===== src/rtl/present_sbox_layer_seq.sv =====
// Sequential PRESENT substitution layer: applies the forward or inverse 4-bit S-box to every
// nibble of a WIDTH-bit word, LANES nibbles per clock, with valid/ready on both sides.
module present_sbox_layer_seq #(
    parameter int unsigned WIDTH = 64,
    parameter int unsigned LANES = 4
) (
    input  logic             clk,
    input  logic             rst,
    input  logic             in_valid,
    output logic             in_ready,
    input  logic [WIDTH-1:0] in_data,
    input  logic             in_inv,
    output logic             out_valid,
    input  logic             out_ready,
    output logic [WIDTH-1:0] out_data,
    output logic             busy
);

    localparam int unsigned NIB = WIDTH / 4;
    localparam int unsigned C   = NIB / LANES;
    localparam int unsigned CW  = (C > 1) ? $clog2(C) : 1;

    typedef enum logic [1:0] {
        StIdle,
        StBusy,
        StDone
    } state_e;

    state_e           state_q, state_d;
    logic [WIDTH-1:0] work_q, work_d;
    logic             mode_q, mode_d;
    logic [CW-1:0]    cnt_q, cnt_d;
    logic [WIDTH-1:0] sub_w;
    logic [WIDTH-1:0] rot_w;

    function automatic logic [3:0] sbox_fwd(input logic [3:0] x);
        logic [3:0] y;
        case (x)
            4'h0: y = 4'hC;
            4'h1: y = 4'h5;
            4'h2: y = 4'h6;
            4'h3: y = 4'hB;
            4'h4: y = 4'h9;
            4'h5: y = 4'h0;
            4'h6: y = 4'hA;
            4'h7: y = 4'hD;
            4'h8: y = 4'h3;
            4'h9: y = 4'hE;
            4'hA: y = 4'hF;
            4'hB: y = 4'h8;
            4'hC: y = 4'h4;
            4'hD: y = 4'h7;
            4'hE: y = 4'h1;
            default: y = 4'h2;
        endcase
        return y;
    endfunction

    function automatic logic [3:0] sbox_inv(input logic [3:0] x);
        logic [3:0] y;
        case (x)
            4'h0: y = 4'h5;
            4'h1: y = 4'hE;
            4'h2: y = 4'hF;
            4'h3: y = 4'h8;
            4'h4: y = 4'hC;
            4'h5: y = 4'h1;
            4'h6: y = 4'h2;
            4'h7: y = 4'hD;
            4'h8: y = 4'hB;
            4'h9: y = 4'h4;
            4'hA: y = 4'h6;
            4'hB: y = 4'h3;
            4'hC: y = 4'h0;
            4'hD: y = 4'h7;
            4'hE: y = 4'h9;
            default: y = 4'hA;
        endcase
        return y;
    endfunction

    // Substitute the low LANES nibbles, then rotate right by LANES nibbles; after C steps
    // every nibble has been substituted once and the original nibble order is back.
    always_comb begin
        sub_w = work_q;
        for (int l = 0; l < int'(LANES); l++) begin
            sub_w[4*l +: 4] = mode_q ? sbox_inv(work_q[4*l +: 4]) : sbox_fwd(work_q[4*l +: 4]);
        end
        rot_w = '0;
        for (int i = 0; i < int'(NIB); i++) begin
            rot_w[4*i +: 4] = sub_w[4*((i + int'(LANES)) % int'(NIB)) +: 4];
        end
    end

    // Next-state logic for the FSM, work register, mode and step counter.
    always_comb begin
        state_d = state_q;
        work_d  = work_q;
        mode_d  = mode_q;
        cnt_d   = cnt_q;
        case (state_q)
            StIdle: begin
                if (in_valid) begin
                    work_d  = in_data;
                    mode_d  = in_inv;
                    cnt_d   = '0;
                    state_d = StBusy;
                end
            end
            StBusy: begin
                work_d = rot_w;
                if (cnt_q == CW'(C - 1)) begin
                    cnt_d   = '0;
                    state_d = StDone;
                end else begin
                    cnt_d = cnt_q + 1'b1;
                end
            end
            StDone: begin
                if (out_ready) begin
                    state_d = StIdle;
                end
            end
            default: state_d = StIdle;
        endcase
    end

    // State registers with synchronous reset; reset also aborts any word in flight.
    always_ff @(posedge clk) begin
        if (rst) begin
            state_q <= StIdle;
            work_q  <= '0;
            mode_q  <= 1'b0;
            cnt_q   <= '0;
        end else begin
            state_q <= state_d;
            work_q  <= work_d;
            mode_q  <= mode_d;
            cnt_q   <= cnt_d;
        end
    end

    // Outputs decoded from the current state; out_data is gated so it reads 0 outside DONE.
    always_comb begin
        in_ready  = (state_q == StIdle) && !rst;
        busy      = (state_q == StBusy);
        out_valid = (state_q == StDone);
        out_data  = out_valid ? work_q : '0;
    end

endmodule


===== config.mk =====
export PLATFORM = sky130hd
export DESIGN_NAME = present_sbox_layer_seq
export DESIGN_NICKNAME = d
export VERILOG_FILES = /design/src/rtl/present_sbox_layer_seq.sv
export SDC_FILE = /design/constraint.sdc
export NUM_CORES = 1
export LEC_CHECK = 0
export CORE_MARGIN = 2
export CORE_UTILIZATION = 46
export DETAILED_ROUTE_END_ITERATION = 6
export PLACE_DENSITY = 0.86
export SYNTH_ARGS = -nofsm -noshare
export SYNTH_HDL_FRONTEND = slang
export SYNTH_SLANG_ARGS = --single-unit

===== constraint.sdc =====
create_clock -name clk -period 2.5 [get_ports clk]
set_clock_uncertainty 0.15 [all_clocks]
set_input_delay 0.25 -clock clk [delete_from_list [all_inputs] [get_ports clk]]
set_output_delay 0.25 -clock clk [all_outputs]
set_load 0.005 [all_outputs]

==> impl_metrics.json, run 1 <==
{
  "first_pass_iters": 5,
  "fin_util": 0.6419,
  "multi_input_area_mm2": 0.003362,
  "htreeDepth": 3,
  "grt-ovfl-total": 0,
  "cts_tree": "built",
  "via_per_inst": 5.290,
  "p_per_area_mw_per_mm2": 588.6,
  "nFillCells": 989,
  "r2r_setup_slack_ps": 140,
  "die_w_um": 116.4,
  "ys_ff_latch": 101,
  "ys_warn_count": 0,
  "clock_path_buffers": 2,
  "syn_nets": 758,
  "wl_per_cell_um": 16.77,
  "post-route-drc-count": 0,
  "synth_edf_count": 0,
  "grt_start_max_net_pins": 78,
  "dp_hpwl_mm": 12.15,
  "die_area_mm2": 0.01354,
  "place_congestion": 0.9321,
  "cellLeakagePower_uw": 0.003404,
  "cts_root_buffer": "clkbuf_16",
  "worstMarginPinSlew_ps": 544.1,
  "crit_buf_inv": 3,
  "netlist.area_leader.share": 0.3482,
  "dpl_worst_slack_ps": -139.4,
  "netlist_area_mm2": 0.005807,
  "fin_crit_sh": 0.9666,
  "path_class": "reg -> out",
  "met1_usage": 0.3305,
  "yosysMostFrequentCell": "dfxtp_1",
  "io_pins": 136,
  "cts.clk_slew.worst_paths_ps": 60,
  "worst_setup_path_start_kind": "flop",
  "fp.coreArea_mm2": 0.01247,
  "ctsHoldBuffers": 0,
  "grt.busiest_layer": "met2",
  "wl_mm": 16.67,
  "row_count": 41,
  "route.antenna.remaining_nets": 0,
  "drive_above_1_share": 0.1387,
  "postCtsResizedCells": 0,
  "r2r-start": "state_q[0]$_SDFFE_PP0P_",
  "slew_headroom": 0.6373,
  "crit_start": "state_q[0]$_SDFFE_PP0P_",
  "period_minus_slack_ps": 2416,
  "drtIter0Drc": 433,
  "cp_max_fo": 40,
  "dp_cells": 978,
  "vias": 5258,
  "synthArstFlopShare": 0,
  "path_cells": "buf_4 > nor2b_4 > buf_6 > and2_1 > clkdlybuf4s50_1",
  "crit_cells": 5,
  "cts_setup_buffers": 0,
  "hp-start": "rst",
  "dieHeight_um": 116.4,
  "peakVddDrop_uv": 384.4,
  "met2_usage": 0.4128,
  "worstRegToRegCells": 7,
  "setup_viol": 0,
  "port_buffers": 135,
  "clk_latency_ps": 350,
  "cts_buffers": 9,
  "cpLargestDelayFamily": "buffers and inverters",
  "num_antenna_cells": 0,
  "cp_data_required_time_ps": 2100,
  "seq_area_frac_synth": 0.3482,
  "outcome": "finished clean",
  "postSynthAreaPerCell_um2": 8.798,
  "cts_sinks": 101,
  "grt_pass1_vias": 5155,
  "instances_no_fill": 994,
  "synthTopCellsByArea": "dfxtp_1 (35%), mux2i_1 (14%), and2_1 (7.1%)",
  "grt_pass1_wl_mm": 26.24,
  "rsz0062_at_grt": "no",
  "initial_core_util": 0.4658,
  "gr-usage-all-layers": 0.2509,
  "crit_end": "out_data[0]",
  "synth_ff_type": "dfxtp_1",
  "worstSetupEndpointType": "primary output",
  "setup_slack_ps": 83.61,
  "synth_cells": 660,
  "fin_nets": 915,
  "arrival_ps": 2020,
  "met3_usage": 0.04307,
  "max_stage_delay_ps": 500,
  "slew_violations": 0,
  "crit_slowest_cell": "clkdlybuf4s50_1",
  "drv_cap": 0,
  "synth_cell_type_count": 45,
  "fmax_mhz": 413.8,
  "antenna_found_initial": 0,
  "synth_top_area_cell": "dfxtp_1",
  "area_growth_pct": 37.79,
  "ys_top_cells_by_count": "dfxtp_1 (101), mux2i_1 (84), nor2_1 (73), nand2_1 (67), and2_1 (66)",
  "final-seq-area_mm2": 0.002024,
  "hold_path.class": "in -> reg",
  "hold_viol_final": 0
}
-- power by group --
group | total (uW) | internal [uW] | switching (uW) | leakage (uW)
Sequential | 1970 | 1840 | 132 | 0.000843
Combinational | 1190 | 595 | 591 | 0.00241
Clock | 1550 | 934 | 619 | 0.000156
Total | 4710 | 3370 | 1340 | 0.00340
-- cell families after synthesis --
family,share of synthesized area
AOI/OAI and AO/OA,0.1508
and+or+nand+nor,0.1760
xor gates and xnor gates,0.01056
buffers and inverters,0.07951
muxes,0.1724
adders and majority gates,0.06249
DFF,0.3482
-- stage by stage --
step / power, uW / cell area, um^2 / setup TNS [ps] / hold slack [ps]
after global placement: 3121 / 7664 / -397.4 / 314.7
after CTS: 4709 / 7991 / 0 / 170.9
after detailed placement: 3166 / 7664 / -1480 / 318.5
after global routing: 4912 / 8001 / 0 / 192.5
after floorplan: 2725 / 5856 / -18.18 / 236.0
final: 4710 / 8001 / 0 / 168.7
-- routing by layer --
layer,vias to the layer above,routed length [um]
met5,-,0
met4,0,385
met3,28,1003
met2,183,7800
met1,2480,7482
li1,2567,-
-- worst min-delay path by stage --
| stage | cells after the start | slack (ps) | endpoint |
|---|---|---|---|
| floorplan | 2 | 240 | mode_q$_SDFFE_PP0P_ |
| global placement | 2 | 310 | mode_q$_SDFFE_PP0P_ |
| detailed placement | 2 | 320 | mode_q$_SDFFE_PP0P_ |
| CTS | 2 | 170 | cnt_q[1]$_SDFFE_PP0N_ |
| global route | 2 | 190 | cnt_q[1]$_SDFFE_PP0N_ |
| finish | 2 | 170 | cnt_q[1]$_SDFFE_PP0N_ |
-- layout by cell type (no fill, tap or decap), types with 3 or more instances in the layout --
cell type,n
clkbuf_16,9
a311oi_1,32
mux2i_1,84
xnor2_1,5
clkdlybuf4s50_1,134
a211oi_1,4
buf_12,4
o221ai_1,16
mux2_2,12
a21oi_1,4
a211oi_4,4
nor3_1,4
ha_1,27
buf_4,60
a211o_1,10
nand2_1,67
dfxtp_1,99
and2_1,66
o21ai_0,22
o21a_1,3
inv_1,38
nor2_1,73
nand2b_1,4
-- area by class of cell --
type,instances,share of cell area
clock buffer,13,0.03253
sequential,101,0.2530
clock inverter,3,0.008444
multi-input combinational,461,0.4202
timing repair buffer,201,0.2374
inverter,43,0.02158
tap,172,0.02690
(Power assumes the default switching activity.)
==> run 2: changes to the inputs <==
PLACE_DENSITY = 0.88   (was 0.86)
SETUP_SLACK_MARGIN = 0.02   (was default)
==> impl_metrics.json, run 2 (synthesis gave the netlist of run 1 again) <==
{
  "outcome": "finished clean",
  "fin_util": 0.6464,
  "worst_setup_path_start_kind": "flop",
  "initial_core_util": 0.4658,
  "fp.coreArea_mm2": 0.01247,
  "route.antenna.remaining_nets": 0,
  "mostFrequentLayoutCells": "clkdlybuf4s50_1 (134), dfxtp_1 (99), mux2i_1 (83), nor2_1 (73), nand2_1 (67)",
  "final-seq-area_mm2": 0.002024,
  "first_pass_iters": 6,
  "clk_latency_ps": 350,
  "worstSetupEndpointType": "flop",
  "fmax_mhz": 415.1,
  "grt_pass1_wl_mm": 26.63,
  "wl_per_cell_um": 16.91,
  "met1_usage": 0.3345,
  "grt.busiest_layer": "met2",
  "period_minus_slack_ps": 2409,
  "cellLeakagePower_uw": 0.003435,
  "nFillCells": 979,
  "antenna_found_initial": 0,
  "die_w_um": 116.4,
  "rsz0062_at_grt": "no",
  "hold_path.class": "in -> reg",
  "grt-ovfl-total": 0,
  "htreeDepth": 3,
  "multi_input_area_mm2": 0.003366,
  "setup_viol": 0,
  "cp_max_fo": 38,
  "drtIter0Drc": 531,
  "clock_path_buffers": 2,
  "dp_hpwl_mm": 12.26,
  "area_growth_pct": 38.76,
  "gr-usage-all-layers": 0.2511,
  "worstRegToRegCells": 8,
  "path_class": "reg -> reg",
  "drive_above_1_share": 0.1465,
  "fin_nets": 919,
  "vias": 5324,
  "ctsHoldBuffers": 0,
  "cts_tree": "built",
  "grt_start_max_net_pins": 51,
  "io_pins": 136,
  "row_count": 41,
  "post-route-drc-count": 0,
  "drv_cap": 0,
  "r2r-start": "state_q[0]$_SDFFE_PP0P_",
  "slew_violations": 0,
  "worstMarginPinSlew_ps": 536.9,
  "place_congestion": 0.9052,
  "slew_headroom": 0.6420,
  "cts_root_buffer": "clkbuf_16",
  "port_buffers": 135,
  "layout_commonest_cell": "clkdlybuf4s50_1",
  "tns_ps": 0,
  "cts_buffers": 9,
  "hold_viol_final": 0,
  "dieHeight_um": 116.4,
  "wl_mm": 16.88,
  "fin_crit_sh": 0.9637,
  "met3_usage": 0.03840,
  "peakVddDrop_uv": 382.0,
  "met2_usage": 0.4093,
  "cts.clk_slew.worst_paths_ps": 70,
  "cp_data_required_time_ps": 2570,
  "p_per_area_mw_per_mm2": 585.4,
  "via_per_inst": 5.335,
  "arrival_ps": 2480,
  "r2r_setup_slack_ps": 90,
  "die_area_mm2": 0.01354,
  "grt_pass1_vias": 5206,
  "cts_sinks": 101,
  "num_antenna_cells": 0,
  "crit_start": "state_q[0]$_SDFFE_PP0P_"
}
-- run 2: report_power, final --
part / total (uW) / switching [uW] / internal (uW)
logic: 1210 / 600 / 606
clock network: 1540 / 649 / 893
registers: 1970 / 132 / 1840
-- run 2: what timing repair did --
item	CTS	global route
pin swaps	0	0
endpoints found under the setup margin	22	2
resized for setup	0	2
setup buffers	1	0
-- run 2: per-layer routing --
layer,vias to the layer above,share of wire
li1,2570,-
met1,2516,0.43
met2,203,0.47
met3,35,0.070
met4,0,0.029
met5,-,0
-- run 2: worst min-delay path by stage --
stage	startpoint	end	slack (ps)	cells past startpoint
after floorplan	in_inv	mode_q$_SDFFE_PP0P_	240	2
after global placement	work_q[56]$_SDFFE_PP0N_	work_q[40]$_SDFFE_PP0N_	320	2
after detailed placement	work_q[38]$_SDFFE_PP0N_	work_q[22]$_SDFFE_PP0N_	340	2
after CTS	rst	work_q[53]$_SDFFE_PP0N_	190	2
after global routing	rst	work_q[53]$_SDFFE_PP0N_	210	2
final	rst	work_q[53]$_SDFFE_PP0N_	200	2
-- run 2: layout make-up --
cell class / instances / area share
Clock buffer: 9 / 0.02795
Clock inverter: 7 / 0.01335
Inverter: 43 / 0.02143
Multi-Input combinational cell: 461 / 0.4177
Sequential cell: 101 / 0.2512
Tap cell: 172 / 0.02671
Timing Repair Buffer: 205 / 0.2416
-- run 2: per-stage QoR --
stage	total power [uW]	hold WS [ps]	cell area, um^2	setup WS (ps)	cells
detailed placement	3175	337.5	7711	-210.5	981
CTS	4717	189.8	8051	77.24	998
floorplan	2725	236.0	5856	-18.18	660
finish	4717	200.0	8058	90.81	998
global placement	3125	325.0	7711	-119.8	981
global route	4915	213.5	8058	29.26	998
-- run 2: critical path: stages (launching register included) --
cell and delay, ps:
dfxtp_2 360, buf_12 240, mux2i_2 330, a211o_1 260, inv_1 120, ha_1 210
or2_2 310, mux2i_1 180, mux2i_1 110
==> run 3: changes to the inputs <==
CORE_ASPECT_RATIO = 1.75   (was default)
CORE_MARGIN = default   (was 2)
==> impl_metrics.json, run 3 (synthesis gave the netlist of run 1 again) <==
{
  "fin_crit_sh": 0.9533,
  "max_stage_delay_ps": 510,
  "hold_viol_final": 0,
  "gr-usage-all-layers": 0.2471,
  "area_growth_pct": 37.86,
  "cts_tree": "built",
  "grt_pass1_wl_mm": 25.01,
  "clock_path_buffers": 2,
  "worstSetupEndpointType": "primary output",
  "path_cells": "buf_12 > nor2b_4 > buf_12 > and2_1 > clkdlybuf4s50_1",
  "drtIter0Drc": 277,
  "via_per_inst": 5.431,
  "path_class": "reg -> out",
  "dpl_worst_slack_ps": -164.9,
  "htreeDepth": 3,
  "dp_cells": 978,
  "worst_setup_path_start_kind": "flop",
  "first_pass_iters": 7,
  "place_congestion": 0.9002,
  "mostFrequentLayoutCells": "clkdlybuf4s50_1 (134), dfxtp_1 (99), mux2i_1 (83), nor2_1 (73), nand2_1 (67)",
  "row_count": 54,
  "fmax_mhz": 419.6,
  "rsz0062_at_grt": "no",
  "grt-ovfl-total": 0,
  "peakVddDrop_uv": 331.8,
  "post-route-drc-count": 1,
  "fp.coreArea_mm2": 0.01236,
  "drive_above_1_share": 0.1442,
  "setup_viol": 0,
  "crit_top_cell": "buf_12",
  "p_per_area_mw_per_mm2": 571.6,
  "worstMarginPinSlew_ps": 550.4,
  "die_area_mm2": 0.01309,
  "antenna_found_initial": 0,
  "slew_violations": 0,
  "clk_latency_ps": 350,
  "vias": 5393,
  "grt_start_max_net_pins": 52,
  "cts_sinks": 101,
  "ctsHoldBuffers": 0,
  "num_antenna_cells": 0,
  "wl_per_cell_um": 16.41,
  "port_buffers": 135,
  "fin_nets": 919,
  "cts_buffers": 9,
  "cp_data_required_time_ps": 2100,
  "layout_commonest_cell": "clkdlybuf4s50_1",
  "cellLeakagePower_uw": 0.003418,
  "route.antenna.remaining_nets": 0,
  "violations": "design-rule violations",
  "cts_root_buffer": "clkbuf_16",
  "hold_path.class": "in -> reg",
  "dieHeight_um": 150.6,
  "instances_no_fill": 993,
  "outcome": "finished with violations",
  "initial_core_util": 0.4696,
  "grt_pass1_vias": 5215,
  "dp_hpwl_mm": 12.16,
  "fin_hold_ws_ps": 307.9,
  "die_w_um": 86.93,
  "period_minus_slack_ps": 2383,
  "nFillCells": 944,
  "crit_slowest_cell": "clkdlybuf4s50_1",
  "cts.clk_slew.worst_paths_ps": 70,
  "slew_headroom": 0.6330,
  "drv_cap": 0,
  "cp_max_fo": 51,
  "io_pins": 136,
  "arrival_ps": 1980,
  "wl_mm": 16.29,
  "setup_slack_ps": 116.7
}
-- run 3: per-layer routing --
metal / part of all wire / GRT usage / wire length [um]
met5: 0 / 0 / 0
met4: 0.051 / 0.1508 / 835
met3: 0.050 / 0.03399 / 820
met2: 0.52 / 0.4488 / 8414
met1: 0.38 / 0.2648 / 6221
-- run 3: worst paths after layout --
kind                            from                      end  slack [ps]  cells past startpoint
min                              rst  work_q[49]$_SDFFE_PP0N_         310                      3
max reg2reg  state_q[1]$_SDFFE_PP0P_                     flop         200                      8
min reg2reg  work_q[42]$_SDFFE_PP0N_  work_q[26]$_SDFFE_PP0N_         340                      2
max          state_q[0]$_SDFFE_PP0P_              out_data[7]         120                      5
-- run 3: critical path: cells and delay by family, from the launching register on --
| family | cells | cell delay, ps |
|---|---|---|
| and+or+nand+nor | 2 | 360 |
| DFF | 1 | 340 |
| buffers and inverters | 3 | 910 |
-- run 3: cell type report --
| cell class | count | area (um^2) | share of cell area |
|---|---|---|---|
| multi-input combinational | 461 | 3363 | 0.4201 |
| tap | 168 | 210.2 | 0.02626 |
| clock buffer | 11 | 252.7 | 0.03157 |
| clock inverter | 4 | 47.55 | 0.005939 |
| inverter | 43 | 172.7 | 0.02157 |
| timing repair buffer | 205 | 1934 | 0.2416 |
| sequential | 101 | 2024 | 0.2529 |
-- run 3: timing repair --
| action | in CTS | in global routing |
|---|---|---|
| setup endpoints to repair | 0 | 1 |
| resized for setup | 0 | 1 |
| buffers inserted | 0 | 0 |
-- run 3: metrics by stage --
stage	instance area (um^2)	power, uW	utilization	TNS (ps)
after CTS	8001	4575	0.6471	0
after detailed placement	7701	3173	0.6229	-2074
after floorplan	5856	2725	-	-18.18
final	8005	4575	0.6474	0
after global routing	8005	4763	0.6474	0
after global placement	7701	3123	0.6229	-736.9
-- run 3: report_power, final --
group,leakage (uW),switching (uW),internal [uW],total [uW]
logic,0.00243,599,601,1200
clock network,0.000147,599,821,1420
registers,0.000843,117,1840,1960
